### src/rtl/hill_cipher_decrypt.sv
// Hill cipher (3x3, mod 26) decryptor: derives the inverse key on-chip from the
// plaintext key, then decrypts 3-letter ciphertext blocks into uppercase text.
module hill_cipher_decrypt #(
  parameter int DATA_WIDTH = 8,
  parameter int BLOCK_SIZE = 3
) (
  input  logic                  clk,
  input  logic                  rst,
  input  logic [DATA_WIDTH-1:0] key_data,
  input  logic [3:0]            key_addr,
  input  logic                  key_wen,
  input  logic                  key_load,
  output logic                  key_ready,
  output logic                  key_invalid,
  input  logic [DATA_WIDTH-1:0] text_in,
  input  logic [1:0]            text_in_addr,
  input  logic                  text_in_wen,
  input  logic                  start,
  output logic                  busy,
  output logic [DATA_WIDTH-1:0] text_out,
  output logic                  text_out_valid,
  output logic                  done
);

  localparam int NKEY = BLOCK_SIZE * BLOCK_SIZE;

  // COF: cofactors, DET: determinant, INV: det^-1, MUL: adjugate scaling,
  // DEC: row MACs, OUT: stream plaintext
  typedef enum logic [2:0] {S_IDLE, S_COF, S_DET, S_INV, S_MUL, S_DEC, S_OUT} state_t;

  state_t                          state_q, state_d;
  logic [3:0]                      cnt_q, cnt_d;
  logic                            key_ready_q, key_ready_d;
  logic                            key_invalid_q, key_invalid_d;
  logic [DATA_WIDTH-1:0]           text_out_q, text_out_d;
  logic                            text_out_valid_q, text_out_valid_d;
  logic                            done_q, done_d;
  logic [4:0]                      det_q, det_d;
  logic [4:0]                      detinv_q, detinv_d;
  logic [15:0]                     acc_q, acc_d;

  logic [NKEY-1:0][DATA_WIDTH-1:0] key_q, key_d;
  logic [NKEY-1:0][4:0]            cof_q, cof_d;
  logic [NKEY-1:0][4:0]            inv_q, inv_d;
  logic [BLOCK_SIZE-1:0][4:0]      ct_q, ct_d;
  logic [BLOCK_SIZE-1:0][4:0]      pt_q, pt_d;

  logic [NKEY-1:0][4:0]            kr;
  logic [1:0]                      row, col, r1, r2, c1, c2;
  logic [10:0]                     ad, bc, minor_sum, det_sum;
  logic [4:0]                      minor, minor_neg, cof_val;
  logic [5:0]                      inv_lut;
  logic                            key_wr_ok;

  function automatic logic [3:0] idx(input logic [1:0] r, input logic [1:0] c);
    return 4'(r) * 4'd3 + 4'(c);
  endfunction

  function automatic logic [4:0] char_num(input logic [DATA_WIDTH-1:0] ch);
    logic [DATA_WIDTH-1:0] t;
    t = '0;
    if (ch >= DATA_WIDTH'(65) && ch <= DATA_WIDTH'(90))
      t = ch - DATA_WIDTH'(65);
    else if (ch >= DATA_WIDTH'(97) && ch <= DATA_WIDTH'(122))
      t = ch - DATA_WIDTH'(97);
    return 5'(t);
  endfunction

  // {valid, inverse}; only units of Z/26 have an inverse
  function automatic logic [5:0] inv26(input logic [4:0] d);
    case (d)
      5'd1:    return {1'b1, 5'd1};
      5'd3:    return {1'b1, 5'd9};
      5'd5:    return {1'b1, 5'd21};
      5'd7:    return {1'b1, 5'd15};
      5'd9:    return {1'b1, 5'd3};
      5'd11:   return {1'b1, 5'd19};
      5'd15:   return {1'b1, 5'd7};
      5'd17:   return {1'b1, 5'd23};
      5'd19:   return {1'b1, 5'd11};
      5'd21:   return {1'b1, 5'd5};
      5'd23:   return {1'b1, 5'd17};
      5'd25:   return {1'b1, 5'd25};
      default: return 6'd0;
    endcase
  endfunction

  always_comb begin
    for (int i = 0; i < NKEY; i++)
      kr[i] = 5'(key_q[i] % DATA_WIDTH'(26));
  end

  always_comb begin
    row = 2'd0;
    col = 2'd0;
    case (cnt_q)
      4'd1: col = 2'd1;
      4'd2: col = 2'd2;
      4'd3: row = 2'd1;
      4'd4: begin row = 2'd1; col = 2'd1; end
      4'd5: begin row = 2'd1; col = 2'd2; end
      4'd6: row = 2'd2;
      4'd7: begin row = 2'd2; col = 2'd1; end
      4'd8: begin row = 2'd2; col = 2'd2; end
      default: ;
    endcase
    r1 = (row == 2'd0) ? 2'd1 : 2'd0;
    r2 = (row == 2'd2) ? 2'd1 : 2'd2;
    c1 = (col == 2'd0) ? 2'd1 : 2'd0;
    c2 = (col == 2'd2) ? 2'd1 : 2'd2;
    ad = 11'(kr[idx(r1, c1)]) * 11'(kr[idx(r2, c2)]);
    bc = 11'(kr[idx(r1, c2)]) * 11'(kr[idx(r2, c1)]);
    // +676 (26*26) keeps the difference non-negative without changing it mod 26
    minor_sum = ad + 11'd676 - bc;
    minor     = 5'(minor_sum % 11'd26);
    minor_neg = 5'((5'd26 - minor) % 5'd26);
    cof_val   = (row[0] ^ col[0]) ? minor_neg : minor;
    det_sum   = 11'(kr[0]) * 11'(cof_q[0]) + 11'(kr[1]) * 11'(cof_q[1])
              + 11'(kr[2]) * 11'(cof_q[2]);
    inv_lut   = inv26(det_q);
  end

  assign key_wr_ok = key_wen && (key_addr < 4'(NKEY));

  always_comb begin
    state_d          = state_q;
    cnt_d            = cnt_q;
    key_ready_d      = key_ready_q;
    key_invalid_d    = key_invalid_q;
    text_out_d       = text_out_q;
    text_out_valid_d = 1'b0;
    done_d           = 1'b0;
    det_d            = det_q;
    detinv_d         = detinv_q;
    acc_d            = acc_q;
    key_d            = key_q;
    cof_d            = cof_q;
    inv_d            = inv_q;
    ct_d             = ct_q;
    pt_d             = pt_q;

    case (state_q)
      S_IDLE: begin
        if (key_wr_ok) begin
          key_d[key_addr] = key_data;
          key_ready_d     = 1'b0;
          key_invalid_d   = 1'b0;
        end
        if (text_in_wen && (text_in_addr < 2'(BLOCK_SIZE)))
          ct_d[text_in_addr] = char_num(text_in);
        if (key_load) begin
          state_d       = S_COF;
          cnt_d         = 4'd0;
          key_ready_d   = 1'b0;
          key_invalid_d = 1'b0;
        end else if (start && key_ready_q && !key_wr_ok) begin
          state_d = S_DEC;
          cnt_d   = 4'd0;
          acc_d   = 16'd0;
        end
      end
      S_COF: begin
        cof_d[cnt_q] = cof_val;
        if (cnt_q == 4'd8) begin
          state_d = S_DET;
          cnt_d   = 4'd0;
        end else begin
          cnt_d = cnt_q + 4'd1;
        end
      end
      S_DET: begin
        det_d   = 5'(det_sum % 11'd26);
        state_d = S_INV;
      end
      S_INV: begin
        if (inv_lut[5]) begin
          detinv_d = inv_lut[4:0];
          state_d  = S_MUL;
          cnt_d    = 4'd0;
        end else begin
          key_invalid_d = 1'b1;
          state_d       = S_IDLE;
        end
      end
      S_MUL: begin
        // transpose: inverse row i / col j takes cofactor at (j, i)
        inv_d[cnt_q] = 5'((10'(detinv_q) * 10'(cof_q[idx(col, row)])) % 10'd26);
        if (cnt_q == 4'd8) begin
          key_ready_d = 1'b1;
          state_d     = S_IDLE;
        end else begin
          cnt_d = cnt_q + 4'd1;
        end
      end
      S_DEC: begin
        if (cnt_q[1:0] == 2'd3) begin
          pt_d[cnt_q[3:2]] = 5'(acc_q % 16'd26);
          acc_d            = 16'd0;
        end else begin
          acc_d = acc_q + 16'(inv_q[idx(cnt_q[3:2], cnt_q[1:0])]) * 16'(ct_q[cnt_q[1:0]]);
        end
        if (cnt_q == 4'd11) begin
          state_d = S_OUT;
          cnt_d   = 4'd0;
        end else begin
          cnt_d = cnt_q + 4'd1;
        end
      end
      S_OUT: begin
        if (cnt_q == 4'd3) begin
          state_d = S_IDLE;
        end else begin
          text_out_d       = DATA_WIDTH'(pt_q[cnt_q[1:0]]) + DATA_WIDTH'(65);
          text_out_valid_d = 1'b1;
          done_d           = (cnt_q == 4'd2);
          cnt_d            = cnt_q + 4'd1;
        end
      end
      default: state_d = S_IDLE;
    endcase
  end

  always_ff @(posedge clk or posedge rst) begin
    if (rst) begin
      state_q          <= S_IDLE;
      cnt_q            <= 4'd0;
      key_ready_q      <= 1'b0;
      key_invalid_q    <= 1'b0;
      text_out_q       <= '0;
      text_out_valid_q <= 1'b0;
      done_q           <= 1'b0;
      det_q            <= 5'd0;
      detinv_q         <= 5'd0;
      acc_q            <= 16'd0;
    end else begin
      state_q          <= state_d;
      cnt_q            <= cnt_d;
      key_ready_q      <= key_ready_d;
      key_invalid_q    <= key_invalid_d;
      text_out_q       <= text_out_d;
      text_out_valid_q <= text_out_valid_d;
      done_q           <= done_d;
      det_q            <= det_d;
      detinv_q         <= detinv_d;
      acc_q            <= acc_d;
    end
  end

  always_ff @(posedge clk) begin
    key_q <= key_d;
    cof_q <= cof_d;
    inv_q <= inv_d;
    ct_q  <= ct_d;
    pt_q  <= pt_d;
  end

  assign key_ready      = key_ready_q;
  assign key_invalid    = key_invalid_q;
  assign busy           = (state_q != S_IDLE);
  assign text_out       = text_out_q;
  assign text_out_valid = text_out_valid_q;
  assign done           = done_q;

endmodule

### config.mk
export PLATFORM = sky130hd
export DESIGN_NAME = hill_cipher_decrypt
export DESIGN_NICKNAME = d
export VERILOG_FILES = /design/src/rtl/hill_cipher_decrypt.sv
export SDC_FILE = /design/constraint.sdc
export NUM_CORES = 1
export LEC_CHECK = 0
export BUFFER_PORTS_ARGS = -buffer_cell sky130_fd_sc_hd__buf_2
export CORE_ASPECT_RATIO = 1.2
export CORE_MARGIN = 2
export CORE_UTILIZATION = 45
export CTS_BUF_LIST = sky130_fd_sc_hd__clkbuf_4
export CTS_CLUSTER_SIZE = 10
export DETAILED_ROUTE_END_ITERATION = 16
export GPL_ROUTABILITY_DRIVEN = 1
export HOLD_SLACK_MARGIN = 0.12
export PLACE_DENSITY = 0.71
export REMOVE_ABC_BUFFERS = 1
export SLEW_MARGIN = 20
export SYNTH_ARGS = -nofsm -noshare
export SYNTH_HDL_FRONTEND = slang
export SYNTH_SLANG_ARGS = --single-unit
export TNS_END_PERCENT = 50
### constraint.sdc
create_clock -name clk -period 23.1 [get_ports clk]
set_input_delay 5.775 -clock clk [delete_from_list [all_inputs] [get_ports clk]]
set_output_delay 5.775 -clock clk [all_outputs]
set_load 0.05 [all_outputs]
==> impl_metrics.env, run 1 <==
export IMPL_status="complete, no violations"
export IMPL_row_count=96
export IMPL_via_count=21800
export IMPL_required_ns=23.49
export IMPL_hp_class="flop to flop"
export IMPL_clk_latency_ns=0.73
export IMPL_die_y_um=267
export IMPL_clock_skew_ns=0.0665
export IMPL_clkTransAtPathRegs_ns=0.08
export IMPL_setup_violations=0
export IMPL_cts_setup_buffers=0
export IMPL_antenna_left=0
export IMPL_fmax_mhz=63.2
export IMPL_worstMarginPinSlew_ns=1.06
export IMPL_cp_arrival_ns=16.21
export IMPL_drt_vias_per_instance=6.01
export IMPL_start_kind="flop"
export IMPL_htreeDepth=2
export IMPL_synthCells=2894
export IMPL_drc=0
export IMPL_fin_nets=3157
export IMPL_hold_viol_final=0
export IMPL_cts_resized_gates=0
export IMPL_clock_sinks=236
export IMPL_synth_seq_cells=236
export IMPL_drt_iter0_drc=1520
export IMPL_grt_pass1_vias=21200
export IMPL_area_growth_synth_to_final_pct=5.31
export IMPL_antenna_found_initial=1
export IMPL_post_drt_wl_per_cell_um=17.0
export IMPL_avgSynthCellArea_um2=8.98
export IMPL_fin_crit_ns=15.82
export IMPL_core_um2=57200
export IMPL_yosysSeqAreaShare_pct=26.4
export IMPL_synth_cell_types=121
export IMPL_drt_total_wl_um=61700
export IMPL_drive_gt1_share_pct=9.98
export IMPL_initial_core_util_pct=45.4
export IMPL_fin_tns_setup_ns=0
export IMPL_overflow=0
export IMPL_post_route_period_util_pct=68.5
export IMPL_relSlewSlack_pct=29.1
export IMPL_cp_max_fo=12
export IMPL_hpwlAfterDp_um=46700
export IMPL_grt_pass1_wl_um=103000
export IMPL_drv_cap=0
export IMPL_rsz0062_at_grt="no"
export IMPL_ys_flop_type="edfxtp_1"
export IMPL_cp_end_kind="flop"
export IMPL_cts_buffers=55
export IMPL_synth_top_cell_area_share_pct=22.2
export IMPL_routabilityCongestion=0.918
export IMPL_ios=41
export IMPL_yosys_top_cells_count="nand2_1, nor2_1, inv_1"
export IMPL_yosys_cell_count_top_type="nand2_1"
export IMPL_drt_pass1_iterations=7
export IMPL_synth_area_top_cells="edfxtp_1, fa_1, ha_1, mux4_2, dfrtp_1"
export IMPL_port_buffer_count=39
export IMPL_grt_util_all_layers_pct=20.5
export IMPL_grt_max_degree=45
export IMPL_startpoint="key_q[31]"
export IMPL_dieWidth_um=223
export IMPL_fill_cells=5277
export IMPL_synth_edff_count=192
export IMPL_reg2reg_from="key_q[31]"
export IMPL_max_stage_delay_ns=0.81
export IMPL_worst_path_max_delay_cell="a221oi_1"
export IMPL_slew_viol_final=0
export IMPL_cts_root_buf="clkbuf_4"
export IMPL_syn_cell_area_um2=26000
export IMPL_synth_top_area_cell="edfxtp_1"
export IMPL_cts_tree="yes"
export IMPL_postCtsHoldBufs=0
export IMPL_clock_path_buffers=3
export IMPL_worstHoldStart="text_out[6]"
export IMPL_criticalPathCategory="flop to flop"
export IMPL_synth_warnings=0
export IMPL_die_area_um2=59700
export IMPL_synthArstFlopShare_pct=18.6
==> critical path, delay by kind of cell, from the launching register on <==
family | cells | cell delay, ns
XOR/XNOR | 2 | 0.64
AND/OR/NAND/NOR | 12 | 2.43
AO/OA/AOI/OAI | 18 | 6.03
buffers and inverters | 6 | 0.37
multiplexers | 4 | 1.55
adder cells (fa/ha/maj) | 10 | 3.99
flip-flops | 1 | 0.53
==> state kept, by name (all words and copies together) (netlist names), 7 cells and up <==
name	count
acc_q	16
cof_q	45
pt_q	15
ct_q	15
key_q	72
text_out	7
inv_q	45
==> layout by cell type, fill, tap and decap left out, types with 19 or more instances in the layout <==
cell,count
nand2b_1,39
a211oi_1,25
mux2_2,22
ha_1,157
nand3_1,47
o21ai_0,207
xnor2_1,85
nor2_1,253
inv_1,235
dfrtp_1,44
and2_1,84
o21a_1,21
clkbuf_4,70
o22ai_1,20
nor3_1,63
mux4_2,59
buf_2,39
nand2_1,284
a21o_1,23
xor2_1,32
o211ai_1,23
o21ai_1,19
edfxtp_1,192
a31oi_1,34
fa_1,120
nor2b_1,33
o31ai_1,26
clkinv_1,22
a21oi_1,158
mux2i_1,63
==> path summary, 6_finish.rpt <==
path / end / slack [ns] / cells after the start
min in group asynchronous: text_out[5] / 5.18 / 2
hold / removal: text_out[6] / 0.47 / 1
setup / recovery: cof_q[31] / 7.28 / 52
setup reg to reg: cof_q[31] / 7.28 / 52
max in group asynchronous: detinv_q[0] / 17.38 / 2
hold reg to reg: text_out[6] / 0.47 / 1
==> routing by layer <==
| layer | share of wire, % | global-route usage (%) |
|---|---|---|
| met4 | 2.0 | 5.62 |
| met5 | 0 | 0 |
| met2 | 50 | 36.8 |
| met1 | 43 | 26.3 |
| met3 | 5.4 | 2.16 |
==> logic make-up after synthesis <==
logic type	after synthesis	synth area share (%)
and+or+nand+nor	936	17.4
AOI/OAI and AO/OA	774	20.1
buffers and inverters	391	5.93
adders and majority gates	291	17.4
DFF	236	26.4
muxes	146	8.61
xor gates and xnor gates	119	4.07
other	1	0.0144
==> through the flow <==
step / worst slack [ns] / hold WS (ns) / util [%] / instances / area, um^2
global route: 6.10 / 0.496 / 47.8 / 3632 / 27400
finish: 7.28 / 0.471 / 47.8 / 3632 / 27400
CTS: 7.09 / 0.477 / 47.8 / 3631 / 27300
detailed placement: 7.19 / 0.457 / 46.4 / 3530 / 26500
global placement: 7.97 / 0.447 / 46.4 / 3530 / 26500
floorplan: 8.94 / 0.487 / - / 2743 / 25300
==> cell type report <==
| type | count | area, um^2 | area share, % |
|---|---|---|---|
| Antenna cell | 1 | 2.50 | 0.00915 |
| Clock buffer | 70 | 526 | 1.92 |
| Clock inverter | 31 | 263 | 0.961 |
| Inverter | 240 | 902 | 3.30 |
| Multi-Input combinational cell | 2267 | 17600 | 64.3 |
| Sequential cell | 236 | 6870 | 25.1 |
| Tap cell | 735 | 920 | 3.36 |
| Timing Repair Buffer | 52 | 293 | 1.07 |
Power of run 1 is left out: the tool's default activity adds up to more than one toggle a clock period on the data nets, which glitch-free logic cannot reach.
==> run 2: changes to the inputs <==
--- a/config.mk
+++ b/config.mk
@@ -5,6 +5,7 @@
 export SDC_FILE = /design/constraint.sdc
 export NUM_CORES = 1
 export LEC_CHECK = 0
+export ABC_AREA = 1
 export BUFFER_PORTS_ARGS = -buffer_cell sky130_fd_sc_hd__buf_2
 export CORE_ASPECT_RATIO = 1.2
 export CORE_MARGIN = 2
==> constraint.sdc (replaced) <==
create_clock -name clk -period 16.59 [get_ports clk]
set_input_delay 4.1475 -clock clk [delete_from_list [all_inputs] [get_ports clk]]
set_output_delay 4.1475 -clock clk [all_outputs]
set_load 0.05 [all_outputs]
==> impl_metrics.env, run 2 <==
export IMPL_status="complete, no violations"
export IMPL_synth_fa_ha_area_share_pct=19.2
export IMPL_startpoint="key_q[4]"
export IMPL_synth_area_mux_share_pct=0.226
export IMPL_multiInputGateArea_um2=13500
export IMPL_grt_util_all_layers_pct=20.0
export IMPL_cp_arrival_ns=14.42
export IMPL_syn_cell_area_um2=22700
export IMPL_reg2reg_from="key_q[4]"
export IMPL_cp_max_fo=9
export IMPL_synth_top_cell_area_share_pct=25.4
export IMPL_antenna_left=0
export IMPL_post_drt_wl_per_cell_um=13.9
export IMPL_synth_xor_area_share_pct=4.94
export IMPL_ios=41
export IMPL_crit_path_end="cof_q[4]"
export IMPL_start_kind="flop"
export IMPL_synth_area_top_cells="edfxtp_1, nand2_1, fa_1, inv_1, ha_1"
export IMPL_grt_max_degree=45
export IMPL_largest_register_ffs=72
export IMPL_final_cells=3718
export IMPL_numPlacedInstances=3612
export IMPL_regArea_um2=6870
export IMPL_final_cell_mix="nand2_1, inv_1, nor2_1"
export IMPL_cts_resized_gates=0
export IMPL_drc=0
export IMPL_cts_setup_buffers=0
export IMPL_antenna_found_initial=1
export IMPL_cts_buffers=56
export IMPL_relSlewSlack_pct=29.2
export IMPL_cpMostUsedCell="nand2_1"
export IMPL_fin_tns_setup_ns=0
export IMPL_port_buffer_count=39
export IMPL_dieWidth_um=209
export IMPL_synthCells=2961
export IMPL_overflow=0
export IMPL_grt_pass1_vias=18300
export IMPL_synthArstFlopShare_pct=18.6
export IMPL_r2r_end="cof_q[4]"
export IMPL_fin_crit_ns=13.98
export IMPL_dpl_worst_slack_ns=2.74
export IMPL_max_stage_delay_ns=0.57
export IMPL_setup_violations=0
export IMPL_grt_pass1_wl_um=86400
export IMPL_reg2reg_depth=91
export IMPL_routabilityCongestion=0.977
export IMPL_fill_cells=4806
export IMPL_clock_sinks=236
export IMPL_synth_simple_area_share_pct=23.9
export IMPL_worstMarginPinSlew_ns=1.05
export IMPL_slew_viol_final=0
export IMPL_hpwlAfterDp_um=40600
export IMPL_cp_end_kind="flop"
export IMPL_rsz0062_at_grt="no"
export IMPL_drt_total_wl_um=51600
export IMPL_row_count=90
export IMPL_synth_warnings=0
export IMPL_core_um2=50100
export IMPL_htreeDepth=2
export IMPL_ys_flop_type="edfxtp_1"
export IMPL_clock_skew_ns=0.0931
export IMPL_drt_vias_per_instance=5.15
export IMPL_required_ns=17.04
export IMPL_layout_setup_ws_ns=2.61
export IMPL_synth_edff_count=192
export IMPL_cts_root_buf="clkbuf_4"
export IMPL_clock_path_buffers=3
export IMPL_via_count=19200
export IMPL_die_y_um=250
export IMPL_hold_viol_final=0
export IMPL_drt_pass1_iterations=7
export IMPL_area_growth_synth_to_final_pct=7.32
export IMPL_clkTransAtPathRegs_ns=0.07
export IMPL_synth_compound_area_share_pct=11.2
export IMPL_die_area_um2=52300
export IMPL_drv_cap=0
export IMPL_initial_core_util_pct=45.3
export IMPL_hp_class="flop to flop"
export IMPL_fmax_mhz=71.5
export IMPL_yosys_cell_count_top_type="nand2_1"
export IMPL_synth_cell_types=68
export IMPL_largestRegisters="key_q x72, cof_q x45, inv_q x45"
export IMPL_yosysSeqAreaShare_pct=30.2
export IMPL_drive_gt1_share_pct=9.11
export IMPL_postCtsHoldBufs=0
export IMPL_cts_tree="yes"
export IMPL_yosys_top_cells_count="nand2_1, inv_1, nor2_1"
export IMPL_criticalPathCategory="flop to flop"
export IMPL_top_register="key_q"
export IMPL_avgSynthCellArea_um2=7.67
export IMPL_synth_seq_cells=236
export IMPL_synth_top_family_by_area="simple AND/OR/NAND/NOR gates"
export IMPL_synth_top_area_cell="edfxtp_1"
export IMPL_final_common_cell="nand2_1"
export IMPL_fin_nets=3331
export IMPL_worst_path_max_delay_cell="fa_1"
export IMPL_drt_iter0_drc=1144
export IMPL_clk_latency_ns=0.81
export IMPL_ff2ff_setup_slack_ns=2.61
export IMPL_post_route_period_util_pct=84.2
[run 2: cell types whose count changed after synthesis, sizes merged, moves of 62 or more]
cell / before / now
inv: 237 / 561
xor2: 32 / 95
nand3: 48 / 157
clkbuf: 120 / 38
nand2: 284 / 710
nor2: 256 / 318
and2: 88 / 7
[run 2: layer usage]
layer	global-route usage (%)	routed length, um
met1	25.3	22600
met2	34.5	24500
met3	2.60	2580
met4	8.41	1900
met5	0	0
[run 2: cells by family after synthesis]
family	after synthesis
AO/OA/AOI/OAI	434
XOR/XNOR	128
adder cells (fa/ha/maj)	277
buffers and inverters	613
flip-flops	236
multiplexers	5
other	1
AND/OR/NAND/NOR	1267
[run 2: metrics by stage]
step,area [um^2],hold WS [ns],util [%]
final,24400,0.475,48.6
after floorplan,22500,0.484,-
after detailed placement,23600,0.462,47.1
after CTS,24400,0.478,48.6
after global routing,24400,0.517,48.6
after global placement,23600,0.450,47.1
[run 2: critical path: cells and delay by family, from the launching register on]
kind	cells	cell delay, ns
and+or+nand+nor	50	5.28
buffers and inverters	19	1.34
xor gates and xnor gates	4	1.34
adders and majority gates	9	3.49
DFF	1	0.37
AOI/OAI and AO/OA	9	1.81
[run 2: cell type report]
type                    instances  share of cell area (%)
clock buffers                  81                    2.49
diodes                          1                  0.0103
clock inverters                24                   0.585
flip-flops and latches        236                    28.2
multi-input cells            2112                    55.5
well taps                     644                    3.31
inverters                     571                    8.79
repair buffers                 49                    1.11
[run 2: worst min path at each step]
| stage | start | endpoint | slack, ns | cells after the start |
|---|---|---|---|---|
| 3_5_place_dp | text_out[6] | text_out[6] | 0.46 | 1 |
| 2_1_floorplan | detinv_q[0] | detinv_q[0] | 0.48 | 2 |
| 6_report | text_out[6] | text_out[6] | 0.47 | 1 |
| 4_1_cts | text_out[6] | text_out[6] | 0.48 | 1 |
| 3_3_place_gp | text_out[6] | text_out[6] | 0.45 | 1 |
| 5_1_grt | text_out[2] | text_out[2] | 0.52 | 2 |
Power of run 2 is left out for the same reason.
